## src/rtl/ge_regmachine_seq.sv

```systemverilog
// ge_regmachine_seq: sequential GE program executor.
// Holds a loadable program of {op,dst,src} instructions and runs it one
// instruction per clock over NREG working registers seeded from NIN latched
// inputs. start/done handshake with the fitness harness; prog_* from the loader.
module ge_regmachine_seq #(
  parameter  int W     = 16,
  parameter  int NREG  = 4,
  parameter  int NIN   = 4,
  parameter  int DEPTH = 64,
  localparam int DW    = $clog2(NREG),
  localparam int SW    = $clog2(NREG + NIN),
  localparam int IW    = 3 + DW + SW,
  localparam int AW    = $clog2(DEPTH),
  localparam int LW    = $clog2(DEPTH + 1)
) (
  input  logic                 clk,
  input  logic                 rst,
  input  logic                 prog_we,
  input  logic [AW-1:0]        prog_addr,
  input  logic [IW-1:0]        prog_data,
  input  logic [LW-1:0]        prog_len,
  input  logic [NIN*W-1:0]     in_bus,
  input  logic                 start,
  input  logic                 abort,
  output logic                 busy,
  output logic                 done,
  output logic [NREG*W-1:0]    y_bus
);

  typedef enum logic [1:0] {
    S_IDLE,
    S_LOAD,
    S_EXEC,
    S_DONE
  } state_t;

  state_t          state;
  logic [IW-1:0]   mem [DEPTH];
  logic [W-1:0]    r   [NREG];
  logic [W-1:0]    inl [NIN];
  logic [AW-1:0]   pc;
  logic [LW-1:0]   len;

  logic [IW-1:0]   instr;
  logic [2:0]      op;
  logic [DW-1:0]   dst;
  logic [SW-1:0]   src;
  logic [W-1:0]    sval;
  logic [W-1:0]    dval;
  logic [W-1:0]    res;
  logic            last;
  logic [LW-1:0]   len_clamped;

  assign busy  = (state != S_IDLE);
  assign instr = mem[pc];
  assign op    = instr[IW-1 -: 3];
  assign dst   = instr[SW +: DW];
  assign src   = instr[SW-1:0];
  assign last  = (LW'(pc) == (len - LW'(1)));
  assign len_clamped = (prog_len > LW'(DEPTH)) ? LW'(DEPTH) : prog_len;

  // Operand fetch: registers first, then latched inputs, anything beyond reads zero.
  always_comb begin
    sval = '0;
    dval = '0;
    for (int unsigned i = 0; i < NREG; i++) begin
      if (32'(src) == i) sval = r[i];
      if (32'(dst) == i) dval = r[i];
    end
    for (int unsigned j = 0; j < NIN; j++) begin
      if (32'(src) == 32'(NREG) + j) sval = inl[j];
    end
  end

  // ALU: result written back to r[dst]; NOP/reserved keep the destination value.
  always_comb begin
    res = dval;
    unique case (op)
      3'd1:    res = dval ^ sval;
      3'd2:    res = dval | sval;
      3'd3:    res = dval & sval;
      3'd4:    res = {{(W-1){1'b0}}, (sval == '0)};
      3'd5:    res = sval;
      3'd6:    res = ~sval;
      default: res = dval;
    endcase
  end

  // Program memory: writable only while idle; reset fills with NOP.
  always_ff @(posedge clk or posedge rst) begin
    if (rst) begin
      for (int unsigned i = 0; i < DEPTH; i++) mem[i] <= '0;
    end else if (prog_we && (state == S_IDLE)) begin
      mem[prog_addr] <= prog_data;
    end
  end

  // Run-control FSM with datapath registers, pc and registered results.
  always_ff @(posedge clk or posedge rst) begin
    if (rst) begin
      state <= S_IDLE;
      pc    <= '0;
      len   <= '0;
      done  <= 1'b0;
      y_bus <= '0;
      for (int unsigned i = 0; i < NREG; i++) r[i]   <= '0;
      for (int unsigned j = 0; j < NIN; j++)  inl[j] <= '0;
    end else begin
      done <= 1'b0;
      case (state)
        S_IDLE: begin
          if (start) begin
            for (int unsigned j = 0; j < NIN; j++) inl[j] <= in_bus[j*W +: W];
            len   <= len_clamped;
            state <= S_LOAD;
          end
        end
        S_LOAD: begin
          if (abort) begin
            state <= S_IDLE;
          end else begin
            for (int unsigned i = 0; i < NREG; i++) r[i] <= inl[i % NIN];
            pc    <= '0;
            state <= (len == '0) ? S_DONE : S_EXEC;
          end
        end
        S_EXEC: begin
          if (abort) begin
            state <= S_IDLE;
          end else begin
            r[dst] <= res;
            pc     <= pc + AW'(1);
            if (last) state <= S_DONE;
          end
        end
        S_DONE: begin
          if (abort) begin
            state <= S_IDLE;
          end else begin
            for (int unsigned i = 0; i < NREG; i++) y_bus[i*W +: W] <= r[i];
            done  <= 1'b1;
            state <= S_IDLE;
          end
        end
        default: state <= S_IDLE;
      endcase
    end
  end

endmodule

```

## config.mk

```make
export PLATFORM = sky130hd
export DESIGN_NAME = ge_regmachine_seq
export DESIGN_NICKNAME = d
export VERILOG_FILES = /design/src/rtl/ge_regmachine_seq.sv
export SDC_FILE = /design/constraint.sdc
export NUM_CORES = 2
export LEC_CHECK = 0
export CAP_MARGIN = 15
export CORE_MARGIN = 2
export CORE_UTILIZATION = 40
export DETAILED_ROUTE_END_ITERATION = 7
export PLACE_DENSITY = 0.71
export SLEW_MARGIN = 15
export SYNTH_ARGS = -nofsm -noshare
export SYNTH_HDL_FRONTEND = slang
export SYNTH_SLANG_ARGS = --single-unit
```

## constraint.sdc

```tcl
create_clock -name clk -period 28.3 [get_ports clk]
set_input_delay 8.49 -clock clk [delete_from_list [all_inputs] [get_ports clk]]
set_output_delay 8.49 -clock clk [all_outputs]
set_load 0.02 [all_outputs]
```

==> impl_metrics.toml <==
[power_and_ir_drop]
p_sw_mw = 1.57
power_frac_seq = 0.354
swShare = 0.386
p_comb_frac = 0.400
power_density_mw_per_mm2 = 102
cell_internal_pwr_mw = 2.50
clockPowerShare = 0.246
p_leak_nw = 18.6
max-vdd-ir-drop_v = 0.0000690

[critical_path]
cp_num_buf_inv = 2
crit_family = "simple AND/OR/NAND/NOR gates"
cp.arrival_ns = 2.93
cp_slowest_cell = "nor2_1"
crit_type = "register to output pin"
slowest_delay_ns = 1.04
critPathRequiredTime_ns = 19.81
worstPathMaxFanout = 17
crit_path_end_kind = "output pin"
cp-start-kind = "register"
crit_path_cell_trace = "nor2_1, inv_1, clkdlybuf4s50_1"

[routing]
num_vias = 23300
drcViolationCount = 0
wl_mm = 94.5
dr.first_iter.drc_count = 1864
dr.pass1.iters = 5
vias_per_cell = 5.80
wl_per_cell_um = 23.5
ant_nets = 0

[sta]
worst_slack_ns = 16.88
max_freq_mhz = 87.5
skew_ns = 0.0212
worst_slew_pin_slew_ns = 1.27
tns_ns = 0
rsz0062_at_grt = "no"
setup_viol = 0
post-route-min-period_ns = 11.42
finalCritPeriodShare = 0.404
hold_violations = 0
slew_headroom = 0.148
timing_max_transition_violations_final = 0

[clock_tree]
cts_setup_buffers = 0
path_clk_slew_ns = 0.06
cts_buffers = 75
cts_resized = 0
cts_root_buf = "clkbuf_16"
clk_latency_ns = 0.64
cts-htree-levels = 3
cts_sinks = 720
clockBufferDepth = 3
holdBufCountCts = 0
cts_tree = "yes"

[synthesis]
ys_types = 70
synthArstFlopShare = 1.00
synth_enable_flop_cells = 0
syn_nets = 2842
postSynthAreaPerCell_um2 = 12.8
syn_inst = 2718
synth_top_area_frac = 0.516
ys_seq_elements = 720
synth-main-ff-cell = "dfrtp_1"
seq_area_frac_synth = 0.516
yosysWarnings = 0
netlist_area_mm2 = 0.0349
ys_top_cells_by_area = "dfrtp_1 (52%), mux2_2 (20%), mux4_2 (7.8%), nand2_1 (3.3%), mux2i_1 (2.5%)"
synth_top_cell_by_area = "dfrtp_1"

[placed_design]
portBuffers = 155
place.gp.congestion = 0.927
hpwl_mm = 61.8
dp_slack_ns = 16.32

[min_path]
hold_class = "register to register"

[cells_and_area]
fillerInstances = 7738
syn_to_final_growth_pct = 14.6
antenna-diode-count = 0
layout_commonest_cell = "dfrtp_1"
layout.nets = 2930
mostFrequentLayoutCells = "dfrtp_1 (718), mux2_2 (609), nand2_1 (309)"
drive_gt1_frac = 0.326
multi_input_area_mm2 = 0.0159
register_area_mm2 = 0.0180

[global_routing]
grt_pass1_wl_mm = 146
overflow = 0
grtUsageTotal = 0.210
use_met3 = 0.0359
antenna_found_initial = 1
grt_start_max_net_pins = 85
grt_use_met1 = 0.296
grt_pass1_vias = 23400
grt_use_met2 = 0.332
top_usage_layer = "met2"

[status]
status = "complete, no violations"

[run]
maxCapViolCount = 0

[floorplan]
num_io_pins = 156
initial_utilization = 0.403
rows = 108
chipHeight_um = 299
die_w_um = 299
fp.dieArea_mm2 = 0.0897
core_mm2 = 0.0866
[state kept, by name (all words and copies together) (netlist names)]
register	flops
mem	512
state	2
r	64
pc	6
done	1
inl	64
y_bus	64
len	7
[power groups by stage]
stage / registers [mW] / clock network [mW] / logic [mW]
global route: 1.47 / 1.06 / 1.76
finish: 1.44 / 1.00 / 1.63
detailed placement: 1.46 / 0 / 1.61
floorplan: 1.40 / 0 / 1.14
CTS: 1.44 / 1.02 / 1.62
global placement: 1.45 / 0 / 1.58
[worst paths after layout]
check	start	endpoint	slack, ns	cells after the start
setup / recovery	state[0]	busy	16.88	3
hold / removal	mem[167]	mem[167]	0.50	1
setup reg to reg	pc[1]	r[37]	21.25	17
hold reg to reg	mem[167]	mem[167]	0.50	1
max in group asynchronous	rst	mem[244]	17.15	5
min in group asynchronous	rst	y_bus[43]	8.28	2
[routing by layer]
layer | vias to the layer above | share of wire
met4 | 0 | 0.029
met5 | - | 0
met1 | 12100 | 0.44
met2 | 815 | 0.47
met3 | 179 | 0.063
li1 | 10200 | -
[per-stage QoR]
| step | utilization | area (um^2) | power (mW) | hold WS (ns) | std cells |
|---|---|---|---|---|---|
| after floorplan | - | 34900 | 2.54 | 0.453 | 2718 |
| final | 0.462 | 40000 | 4.08 | 0.501 | 4016 |
| after CTS | 0.462 | 40000 | 4.08 | 0.501 | 4015 |
| after detailed placement | 0.433 | 37500 | 3.07 | 0.487 | 3883 |
| after global routing | 0.462 | 40000 | 4.29 | 0.507 | 4016 |
| after global placement | 0.433 | 37500 | 3.03 | 0.482 | 3883 |
[synthesized netlist by cell type (20+ instances only)]
cell	count
dfrtp_1	720
mux2_2	609
nand2_1	311
clkbuf_1	141
mux4_2	121
mux2i_1	86
o21ai_0	84
nor2_1	54
a22oi_1	53
a21oi_1	52
inv_1	50
ha_1	34
nand3_1	31
buf_2	23
a32oi_1	21
buf_1	20
[cell type report]
type | instances | share of cell area
timing repair buffer | 208 | 0.0480
clock inverter | 24 | 0.00723
tap | 1155 | 0.0361
inverter | 52 | 0.00497
clock buffer | 108 | 0.0555
sequential | 720 | 0.451
multi-input combinational | 1749 | 0.398
[kinds of logic after synthesis]
kind of cell             after synthesis  share of synthesized area
multiplexers                         817                      0.299
flip-flops                           720                      0.516
AND/OR/NAND/NOR                      500                     0.0630
AO/OA/AOI/OAI                        389                     0.0775
buffers and inverters                249                     0.0297
adder cells (fa/ha/maj)               34                     0.0122
XOR/XNOR                               9                    0.00226
(Power assumes the default switching activity.)
